`src/rtl/mc_controller_pkg.sv`:
```
// Shared definitions for the multicycle MIPS control FSM: opcodes, functs,
// state codes and datapath select encodings.
package mc_controller_pkg;

    localparam int STW  = 4;
    localparam int ALUW = 3;

    typedef enum logic [STW-1:0] {
        S_FETCH  = 4'd0,
        S_DECODE = 4'd1,
        S_MEMADR = 4'd2,
        S_MEMRD  = 4'd3,
        S_MEMWB  = 4'd4,
        S_MEMWR  = 4'd5,
        S_EXEC   = 4'd6,
        S_ALUWB  = 4'd7,
        S_BRANCH = 4'd8,
        S_ADDIEX = 4'd9,
        S_ADDIWB = 4'd10,
        S_JUMP   = 4'd11,
        S_MULT   = 4'd12,
        S_MFWB   = 4'd13
    } state_t;

    localparam logic [5:0] OP_RTYPE = 6'b000000;
    localparam logic [5:0] OP_LW    = 6'b100011;
    localparam logic [5:0] OP_SW    = 6'b101011;
    localparam logic [5:0] OP_BEQ   = 6'b000100;
    localparam logic [5:0] OP_ADDI  = 6'b001000;
    localparam logic [5:0] OP_J     = 6'b000010;

    localparam logic [5:0] F_ADD    = 6'b100000;
    localparam logic [5:0] F_SUB    = 6'b100010;
    localparam logic [5:0] F_AND    = 6'b100100;
    localparam logic [5:0] F_OR     = 6'b100101;
    localparam logic [5:0] F_SLT    = 6'b101010;
    localparam logic [5:0] F_MULTU  = 6'b011001;
    localparam logic [5:0] F_MFHI   = 6'b010000;
    localparam logic [5:0] F_MFLO   = 6'b010010;

    localparam logic [ALUW-1:0] ALU_AND = 3'b000;
    localparam logic [ALUW-1:0] ALU_OR  = 3'b001;
    localparam logic [ALUW-1:0] ALU_ADD = 3'b010;
    localparam logic [ALUW-1:0] ALU_SUB = 3'b110;
    localparam logic [ALUW-1:0] ALU_SLT = 3'b111;

    // aluop 11 is the idle code: states that do not use the ALU drive alu_ctrl to 000
    localparam logic [1:0] ALUOP_ADD   = 2'b00;
    localparam logic [1:0] ALUOP_SUB   = 2'b01;
    localparam logic [1:0] ALUOP_FUNCT = 2'b10;
    localparam logic [1:0] ALUOP_IDLE  = 2'b11;

    localparam logic [1:0] WD_ALUOUT = 2'b00;
    localparam logic [1:0] WD_MDR    = 2'b01;
    localparam logic [1:0] WD_HI     = 2'b10;
    localparam logic [1:0] WD_LO     = 2'b11;

    localparam logic [1:0] SRCB_B     = 2'b00;
    localparam logic [1:0] SRCB_FOUR  = 2'b01;
    localparam logic [1:0] SRCB_IMM   = 2'b10;
    localparam logic [1:0] SRCB_IMMSH = 2'b11;

    localparam logic [1:0] PCSRC_ALU    = 2'b00;
    localparam logic [1:0] PCSRC_ALUOUT = 2'b01;
    localparam logic [1:0] PCSRC_JUMP   = 2'b10;

endpackage

```
`src/rtl/mc_controller_if.sv`:
```
// Control bus between the multicycle FSM (master) and the MIPS datapath (slave).
interface mc_controller_if;
    logic [5:0] op;
    logic [5:0] funct;
    logic       zero;
    logic       pc_en;
    logic       iord;
    logic       mem_we;
    logic       ir_we;
    logic       reg_dst;
    logic       reg_we;
    logic [1:0] wd_sel;
    logic       alu_src_a;
    logic [1:0] alu_src_b;
    logic [2:0] alu_ctrl;
    logic [1:0] pc_src;
    logic       hilo_we;

    modport master (
        input  op, funct, zero,
        output pc_en, iord, mem_we, ir_we, reg_dst, reg_we, wd_sel,
               alu_src_a, alu_src_b, alu_ctrl, pc_src, hilo_we
    );

    modport slave (
        output op, funct, zero,
        input  pc_en, iord, mem_we, ir_we, reg_dst, reg_we, wd_sel,
               alu_src_a, alu_src_b, alu_ctrl, pc_src, hilo_we
    );
endinterface

```
`src/rtl/mc_controller_alu_decoder.sv`:
```
// ALU decoder: maps the FSM's aluop request plus the R-type funct field to alu_ctrl.
module mc_controller_alu_decoder
    import mc_controller_pkg::*;
(
    input  logic [1:0]      aluop,
    input  logic [5:0]      funct,
    output logic [ALUW-1:0] alu_ctrl
);

    always_comb begin
        alu_ctrl = ALU_AND;
        case (aluop)
            ALUOP_ADD: alu_ctrl = ALU_ADD;
            ALUOP_SUB: alu_ctrl = ALU_SUB;
            ALUOP_FUNCT: begin
                case (funct)
                    F_ADD:   alu_ctrl = ALU_ADD;
                    F_SUB:   alu_ctrl = ALU_SUB;
                    F_AND:   alu_ctrl = ALU_AND;
                    F_OR:    alu_ctrl = ALU_OR;
                    F_SLT:   alu_ctrl = ALU_SLT;
                    default: alu_ctrl = ALU_ADD;
                endcase
            end
            default: alu_ctrl = ALU_AND;
        endcase
    end

endmodule

```
`src/rtl/mc_controller.sv`:
```
// Multicycle MIPS control FSM: one state per clock, Moore outputs decoded from the
// state register (pc_en also sees zero, alu_ctrl/wd_sel also see funct).
module mc_controller
    import mc_controller_pkg::*;
(
    input  logic            clk,
    input  logic            rst,
    mc_controller_if.master bus,
    output logic [STW-1:0]  state
);

    state_t     state_q, state_d;
    logic [1:0] aluop;
    logic       pc_write, branch;
    logic       ir_we_raw, reg_we_raw, mem_we_raw, hilo_we_raw;

    always_ff @(posedge clk or posedge rst) begin
        if (rst) state_q <= S_FETCH;
        else     state_q <= state_d;
    end

    always_comb begin
        state_d        = S_FETCH;
        pc_write       = 1'b0;
        branch         = 1'b0;
        ir_we_raw      = 1'b0;
        reg_we_raw     = 1'b0;
        mem_we_raw     = 1'b0;
        hilo_we_raw    = 1'b0;
        aluop          = ALUOP_IDLE;
        bus.iord       = 1'b0;
        bus.reg_dst    = 1'b0;
        bus.wd_sel     = WD_ALUOUT;
        bus.alu_src_a  = 1'b0;
        bus.alu_src_b  = SRCB_B;
        bus.pc_src     = PCSRC_ALU;
        case (state_q)
            S_FETCH: begin
                ir_we_raw     = 1'b1;
                bus.alu_src_b = SRCB_FOUR;
                aluop         = ALUOP_ADD;
                pc_write      = 1'b1;
                state_d       = S_DECODE;
            end
            S_DECODE: begin
                // precompute the branch target into ALUOut while op is decoded
                bus.alu_src_b = SRCB_IMMSH;
                aluop         = ALUOP_ADD;
                case (bus.op)
                    OP_LW, OP_SW: state_d = S_MEMADR;
                    OP_RTYPE:     state_d = S_EXEC;
                    OP_BEQ:       state_d = S_BRANCH;
                    OP_ADDI:      state_d = S_ADDIEX;
                    OP_J:         state_d = S_JUMP;
                    default:      state_d = S_FETCH;
                endcase
            end
            S_MEMADR: begin
                bus.alu_src_a = 1'b1;
                bus.alu_src_b = SRCB_IMM;
                aluop         = ALUOP_ADD;
                state_d       = (bus.op == OP_LW) ? S_MEMRD : S_MEMWR;
            end
            S_MEMRD: begin
                bus.iord = 1'b1;
                state_d  = S_MEMWB;
            end
            S_MEMWB: begin
                reg_we_raw = 1'b1;
                bus.wd_sel = WD_MDR;
            end
            S_MEMWR: begin
                bus.iord   = 1'b1;
                mem_we_raw = 1'b1;
            end
            S_EXEC: begin
                bus.alu_src_a = 1'b1;
                aluop         = ALUOP_FUNCT;
                case (bus.funct)
                    F_ADD, F_SUB, F_AND, F_OR, F_SLT: state_d = S_ALUWB;
                    F_MULTU:                          state_d = S_MULT;
                    F_MFHI, F_MFLO:                   state_d = S_MFWB;
                    default:                          state_d = S_FETCH;
                endcase
            end
            S_ALUWB: begin
                bus.reg_dst = 1'b1;
                reg_we_raw  = 1'b1;
            end
            S_MULT: hilo_we_raw = 1'b1;
            S_MFWB: begin
                bus.reg_dst = 1'b1;
                reg_we_raw  = 1'b1;
                bus.wd_sel  = (bus.funct == F_MFHI) ? WD_HI : WD_LO;
            end
            S_BRANCH: begin
                bus.alu_src_a = 1'b1;
                aluop         = ALUOP_SUB;
                bus.pc_src    = PCSRC_ALUOUT;
                branch        = 1'b1;
            end
            S_ADDIEX: begin
                bus.alu_src_a = 1'b1;
                bus.alu_src_b = SRCB_IMM;
                aluop         = ALUOP_ADD;
                state_d       = S_ADDIWB;
            end
            S_ADDIWB: reg_we_raw = 1'b1;
            S_JUMP: begin
                bus.pc_src = PCSRC_JUMP;
                pc_write   = 1'b1;
            end
            default: state_d = S_FETCH;
        endcase
    end

    mc_controller_alu_decoder u_alu_decoder (
        .aluop    (aluop),
        .funct    (bus.funct),
        .alu_ctrl (bus.alu_ctrl)
    );

    // Enables are masked by rst so nothing is written while reset is held
    assign bus.pc_en   = (pc_write | (branch & bus.zero)) & ~rst;
    assign bus.ir_we   = ir_we_raw & ~rst;
    assign bus.reg_we  = reg_we_raw & ~rst;
    assign bus.mem_we  = mem_we_raw & ~rst;
    assign bus.hilo_we = hilo_we_raw & ~rst;
    assign state       = state_q;

endmodule
```
`src/flat_wrapper.sv`:
```
// flat-port wrapper written by rule: the top's interface ports become plain ports
module mc_controller_flat import mc_controller_pkg::*;
  (clk, rst, state, bus_op, bus_funct, bus_zero, bus_pc_en, bus_iord, bus_mem_we, bus_ir_we, bus_reg_dst, bus_reg_we, bus_wd_sel, bus_alu_src_a, bus_alu_src_b, bus_alu_ctrl, bus_pc_src, bus_hilo_we);
  mc_controller_if bus_i ();
  input  logic clk;
  input  logic rst;
  output logic [STW-1:0] state;
  input wire logic [$bits(bus_i.op)-1:0] bus_op;
  input wire logic [$bits(bus_i.funct)-1:0] bus_funct;
  input wire logic [$bits(bus_i.zero)-1:0] bus_zero;
  output wire logic [$bits(bus_i.pc_en)-1:0] bus_pc_en;
  output wire logic [$bits(bus_i.iord)-1:0] bus_iord;
  output wire logic [$bits(bus_i.mem_we)-1:0] bus_mem_we;
  output wire logic [$bits(bus_i.ir_we)-1:0] bus_ir_we;
  output wire logic [$bits(bus_i.reg_dst)-1:0] bus_reg_dst;
  output wire logic [$bits(bus_i.reg_we)-1:0] bus_reg_we;
  output wire logic [$bits(bus_i.wd_sel)-1:0] bus_wd_sel;
  output wire logic [$bits(bus_i.alu_src_a)-1:0] bus_alu_src_a;
  output wire logic [$bits(bus_i.alu_src_b)-1:0] bus_alu_src_b;
  output wire logic [$bits(bus_i.alu_ctrl)-1:0] bus_alu_ctrl;
  output wire logic [$bits(bus_i.pc_src)-1:0] bus_pc_src;
  output wire logic [$bits(bus_i.hilo_we)-1:0] bus_hilo_we;
  assign bus_i.op = bus_op;
  assign bus_i.funct = bus_funct;
  assign bus_i.zero = bus_zero;
  assign bus_pc_en = bus_i.pc_en;
  assign bus_iord = bus_i.iord;
  assign bus_mem_we = bus_i.mem_we;
  assign bus_ir_we = bus_i.ir_we;
  assign bus_reg_dst = bus_i.reg_dst;
  assign bus_reg_we = bus_i.reg_we;
  assign bus_wd_sel = bus_i.wd_sel;
  assign bus_alu_src_a = bus_i.alu_src_a;
  assign bus_alu_src_b = bus_i.alu_src_b;
  assign bus_alu_ctrl = bus_i.alu_ctrl;
  assign bus_pc_src = bus_i.pc_src;
  assign bus_hilo_we = bus_i.hilo_we;
  mc_controller u_core (.clk(clk), .rst(rst), .bus(bus_i), .state(state));
endmodule
```
`config.mk`:
```
export PLATFORM = sky130hd
export DESIGN_NAME = mc_controller_flat
export DESIGN_NICKNAME = d
export VERILOG_FILES = /design/src/rtl/mc_controller_pkg.sv /design/src/rtl/mc_controller_if.sv /design/src/rtl/mc_controller_alu_decoder.sv /design/src/rtl/mc_controller.sv /design/src/flat_wrapper.sv
export SDC_FILE = /design/constraint.sdc
export NUM_CORES = 1
export LEC_CHECK = 0
export ABC_AREA = 0
export CORE_AREA = 2 2 39 41
export CTS_CLUSTER_DIAMETER = 30
export CTS_CLUSTER_SIZE = 40
export DETAILED_ROUTE_END_ITERATION = 6
export DIE_AREA = 0 0 41 43
export DONT_BUFFER_PORTS = 1
export PLACE_DENSITY = 0.56
export REMOVE_ABC_BUFFERS = 1
export SLEW_MARGIN = 20
export SYNTH_ARGS = -nofsm -noshare
export SYNTH_HDL_FRONTEND = slang
export SYNTH_SLANG_ARGS = --single-unit
```
`constraint.sdc`:
```
create_clock -name clk -period 2.5 [get_ports clk]
set_input_delay 0.375 -clock clk [delete_from_list [all_inputs] [get_ports clk]]
set_output_delay 0.375 -clock clk [all_outputs]
set_load 0.01 [all_outputs]
```
# Word level (Yosys, flattened, before mapping)
# Cells that the tools add are included.
# totals
register_bits	4
in_bits	15
output_inout_bits	21
word_cells	70
# op_classes
eq_ne	28
n_mux	20
n_bitwise	8
n_reduce_logical	13
# ops
cell	count
$eq A6 B6 Y1 const B	7
$eq A4 B4 Y1 const B	6
$pmux W4 S6	1
$pmux W4 S5	1
$eq A6 B5 Y1 const B	3
$eq A4 B3 Y1 const B	4
$pmux W2 S3	2
$pmux W3 S4	1
$pmux W4 S3	1
$reduce_or A2 Y1	6
$reduce_or A4 Y1	3
$mux W1	10
$pmux W3 S3	1
$eq A4 B2 Y1 const B	2
$pmux W2 S2	2
$and A1 B1 Y1	6
$eq A6 B2 Y1 const B	1
$eq A6 B3 Y1 const B	1
$eq A6 B4 Y1 const B	1
$logic_not A6 Y1	1
$reduce_or A5 Y1	1
$eq A4 B1 Y1 const B	1
$logic_not A4 Y1	1
$mux W3	1
5 further kinds	5

# Longest topological paths before layout
# logic_depth
ltp_word	5
ltp_mapped	5
depth_no_buf	4

# Hierarchy
# A second synthesis with hierarchy kept.
# unflattened
cells_unflattened	101
area_unflattened_um2	703.2
# modules_own_cells
mod	n_inst	cells_per_inst	area_each_um2	seq_area_each_um2
mc_controller	1	91	620.6	100.1
mc_controller_alu_decoder	1	10	82.6	0.0

# Worst setup path after synthesis
# OpenSTA, ideal clock, no wires.
# synth_timing
kind	reg-to-output
start	register u_core.state_q[1] (netlist: u_core.state[1])
end	output port bus_pc_en
arrival_ns	1.418
t_required_ns	2.125
slack_ns	0.707
path_stages_with_launch	4
n_path_buf	1
path_cell_list	dfrtp_1 > clkbuf_1 > nor4_1 > o21bai_1
# synth_between
elab_chain_len	5
elab_cells_between_ends	9
# synth_rtl
element	line	source
start: declaration	mc_controller.sv:12	state_t state_q, state_d;
start signal: assignment	mc_controller.sv:19	else state_q <= state_d;
$eq A4 B4 Y1 or $logic_not A4 Y1 (tied branches)	mc_controller.sv:37	case (state_q)
$reduce_or A2 Y1 (no source line) or $mux W1 (tied branches)	--	
$mux W1 or $and A1 B1 Y1 (tied branches)	mc_controller.sv:37, mc_controller.sv:124	
$or A1 B1 Y1 (*)	mc_controller.sv:124	assign bus.pc_en = (pc_write | (branch & bus.zero)) & ~rst;
$and A1 B1 Y1 (*)	mc_controller.sv:124	
end: declaration	flat_wrapper.sv:11	output wire logic [$bits(bus_i.pc_en)-1:0] bus_pc_en;
# Mark *: on every way between the ends. The rest lies on a longest branch, timed or not.

# Final worst setup path
# layout_timing
start	register u_core.state_q[1] (netlist: u_core.state[1])
end	output port bus_alu_ctrl[2]
# layout_between
elab_chain_len	5
elab_cells_between_ends	12
# layout_rtl
element	line	source
$eq A4 B2 Y1, or another cell as far along	mc_controller.sv:37	
$reduce_or A4 Y1 (no source line)	--	
$pmux W2 S3 (*)	mc_controller.sv:37	
$eq A2 B2 Y1, or another cell as far along	mc_controller_alu_decoder.sv:12	case (aluop)
$pmux W3 S3 (*)	mc_controller_alu_decoder.sv:12	
end: declaration	flat_wrapper.sv:20	output wire logic [$bits(bus_i.alu_ctrl)-1:0] bus_alu_ctrl;
# Marks and branches as above.

==> out/metrics.yaml <==
run_status:
  outcome: "completed"
placed_design:
  portBuffers: 0
  place_congestion: 0.783
  place_ws_ns: 0.624
  dp_hpwl_mm: 1.28
sta:
  fmax_mhz: 466
  tns_ns: 0
  worst_slack_ns: 0.354
  grt_setup_unrepaired: "no"
  min_period_ns: 2.15
  setup_viol: 0
  fin_hold_ws_ns: 0.365
  worstMarginPinSlew_ns: 0.502
  worst_clock_skew_ns: 0.0102
  hold_viol: 0
  slew_violations: 0
  max_slew_margin_pct: 66.2
  fin_crit_sh_pct: 85.8
global_route:
  grt_overflow: 0
  grt_pass1_wl_mm: 2.43
  grt_pass1_vias: 634
  grt_use_total_pct: 20.5
  grt_max_degree: 17
  grt_antenna_before_repair: 0
route:
  dr.pass1.iters: 4
  wl_mm: 1.62
  drc_errors: 0
  drt-initial-drc-count: 7
  avgRoutedWirePerCell_um: 15.0
  via_per_inst: 6.36
  num_vias: 687
  ant_nets: 0
power:
  cellPowerDensity_nw_per_um2: 672
  ir_worst_vdd_uv: 299
  comb_power_share_pct: 58.2
  p_leak_nw: 0.272
  p_int_mw: 0.239
  power.total_mw: 0.451
  clockPowerShare_pct: 19.2
  p_switching_mw: 0.212
  swShare_pct: 47.1
  p_seq_share_pct: 22.7
floorplanning:
  coreArea_um2: 1380
  initial_core_util_pct: 42.6
  ioPinCount: 36
  num_rows: 14
  dieArea_um2: 1760
  die_x_um: 41
  die_height_um: 43
finish:
  drive_gt1_share_pct: 10.9
  diodes: 0
  num-fill-cells: 155
  layout_commonest_cell: "nor2_1"
  multi_input_area_um2: 458
  fin_nets: 109
  layout_common_cells: "nor2_1, buf_4, nand2_1, a21oi_1"
  seq_area_um2: 100
  area_growth_syn_to_layout_pct: 13.8
  largest_reg_flops: 4
setup_path:
  crit_start: "u_core.state[1]"
  endpoint_kind: "output port"
  crit_family: "simple AND/OR/NAND/NOR gates"
  cp.arrival_ns: 1.77
  rrSetupSlack_ns: 0.59
  critical_path_buf_inv_count: 1
  crit_path_start_kind: "flop"
  crit_slowest_cell: "dfrtp_1"
  path_max_fanout: 10
  max_stage_delay_ns: 0.47
  worstReg2RegStart: "u_core.state[1]"
  critPathKind: "reg2out"
  path_cells: "buf_4, nor2b_1, nand4b_1, o21bai_1"
  crit_required_ns: 2.12
clocking:
  h-tree-depth: 1
  cts_buffers: 3
  cts-root-buf: "clkbuf_4"
  path_clk_slew_ns: 0.05
  cts_tree: "done"
  ctsResizeCount: 0
  clkSinkCount: 4
  cts_buffer_depth: 2
  clk_latency_ns: 0.25
logic_synthesis:
  synth_warnings: 0
  avgSynthCellArea_um2: 6.85
  ys_seq_area_share_pct: 17.0
  synth_area_um2: 589
  ys_types: 37
  synth_edf_count: 0
  ys.flop_type: "dfrtp_1"
  synthArstFlopShare_pct: 100
  syn_inst: 86
  synth-seq-cells: 4
run:
  maxCapViolations: 0
worst_hold_path:
  hold_start: "bus_op[3]"
  hp-class: "in2reg"
## logic make-up (layout without fill, tap and decap cells)
logic type	count (synthesis)	count (layout)	share of synthesized area, %
flops	4	4	17.0
buf+inv	8	14	5.31
xor+xnor	4	4	5.95
simple gates	48	48	46.3
compound gates	22	22	25.5
## Yosys cell counts (all sizes together) (3+ instances only)
cell type / number / area, um2
inv: 4 / 15.0
nor3b: 4 / 30.0
nor2b: 4 / 25.0
nor2: 11 / 41.3
dfrtp: 4 / 100
nand4b: 3 / 26.3
or3: 3 / 18.8
nand2: 5 / 18.8
a21oi: 5 / 25.0
or4: 3 / 22.5
o21ai: 4 / 20.0
## through the flow
stage                     utilization [%]  instances  instance area (um2)
after CTS                            48.5        108                  671
after detailed placement             46.1        104                  638
final                                48.5        108                  671
after floorplan                         -         82                  573
after global placement               46.1        104                  638
after global routing                 48.5        108                  671
## power by group through the flow
stage	clock network [mW]	registers, mW	logic [mW]
floorplan	0	0.131	0.158
global placement	0	0.104	0.263
detailed placement	0	0.102	0.262
CTS	0.0869	0.102	0.263
global route	0.0922	0.105	0.296
finish	0.0865	0.102	0.262
## worst paths after layout
check,endpoint,cells after the start
min,u_core.state[2],2
min reg2reg,u_core.state[2],2
max,bus_alu_ctrl[2],4
max reg2reg,u_core.state[1],5
min in group asynchronous,u_core.state[3],2
max in group asynchronous,u_core.state[2],2
## worst reg2reg max path, stage by stage (launching register included)
cell,delay [ns]
dfrtp_1,0.47
buf_4,0.23
nor2b_1,0.33
nand4b_1,0.21
or3_1,0.46
o311ai_1,0.11
## routing by layer
layer  vias to the layer above  wire, um  GRT usage (%)
li1                        332         -              -
met1                       314       670           24.5
met2                        38       782           32.5
met3                         3       149           4.71
met4                         0        21           10.0
met5                         -         0              0
## area by class of cell
class                           instances  share of cell area [%]
Inverter                                4                    2.24
Clock buffer                            3                    3.36
Timing Repair Buffer                    7                    8.21
Tap cell                               16                    2.99
Sequential cell                         4                    14.9
Multi-Input combinational cell         74                    68.3
## repair_timing
item / 4_1_cts / 5_1_grt
hold endpoints to repair: 4 / 0
setup buffers: 0 / 0
hold buffers: 1 / 0
(Power assumes the default switching activity.)
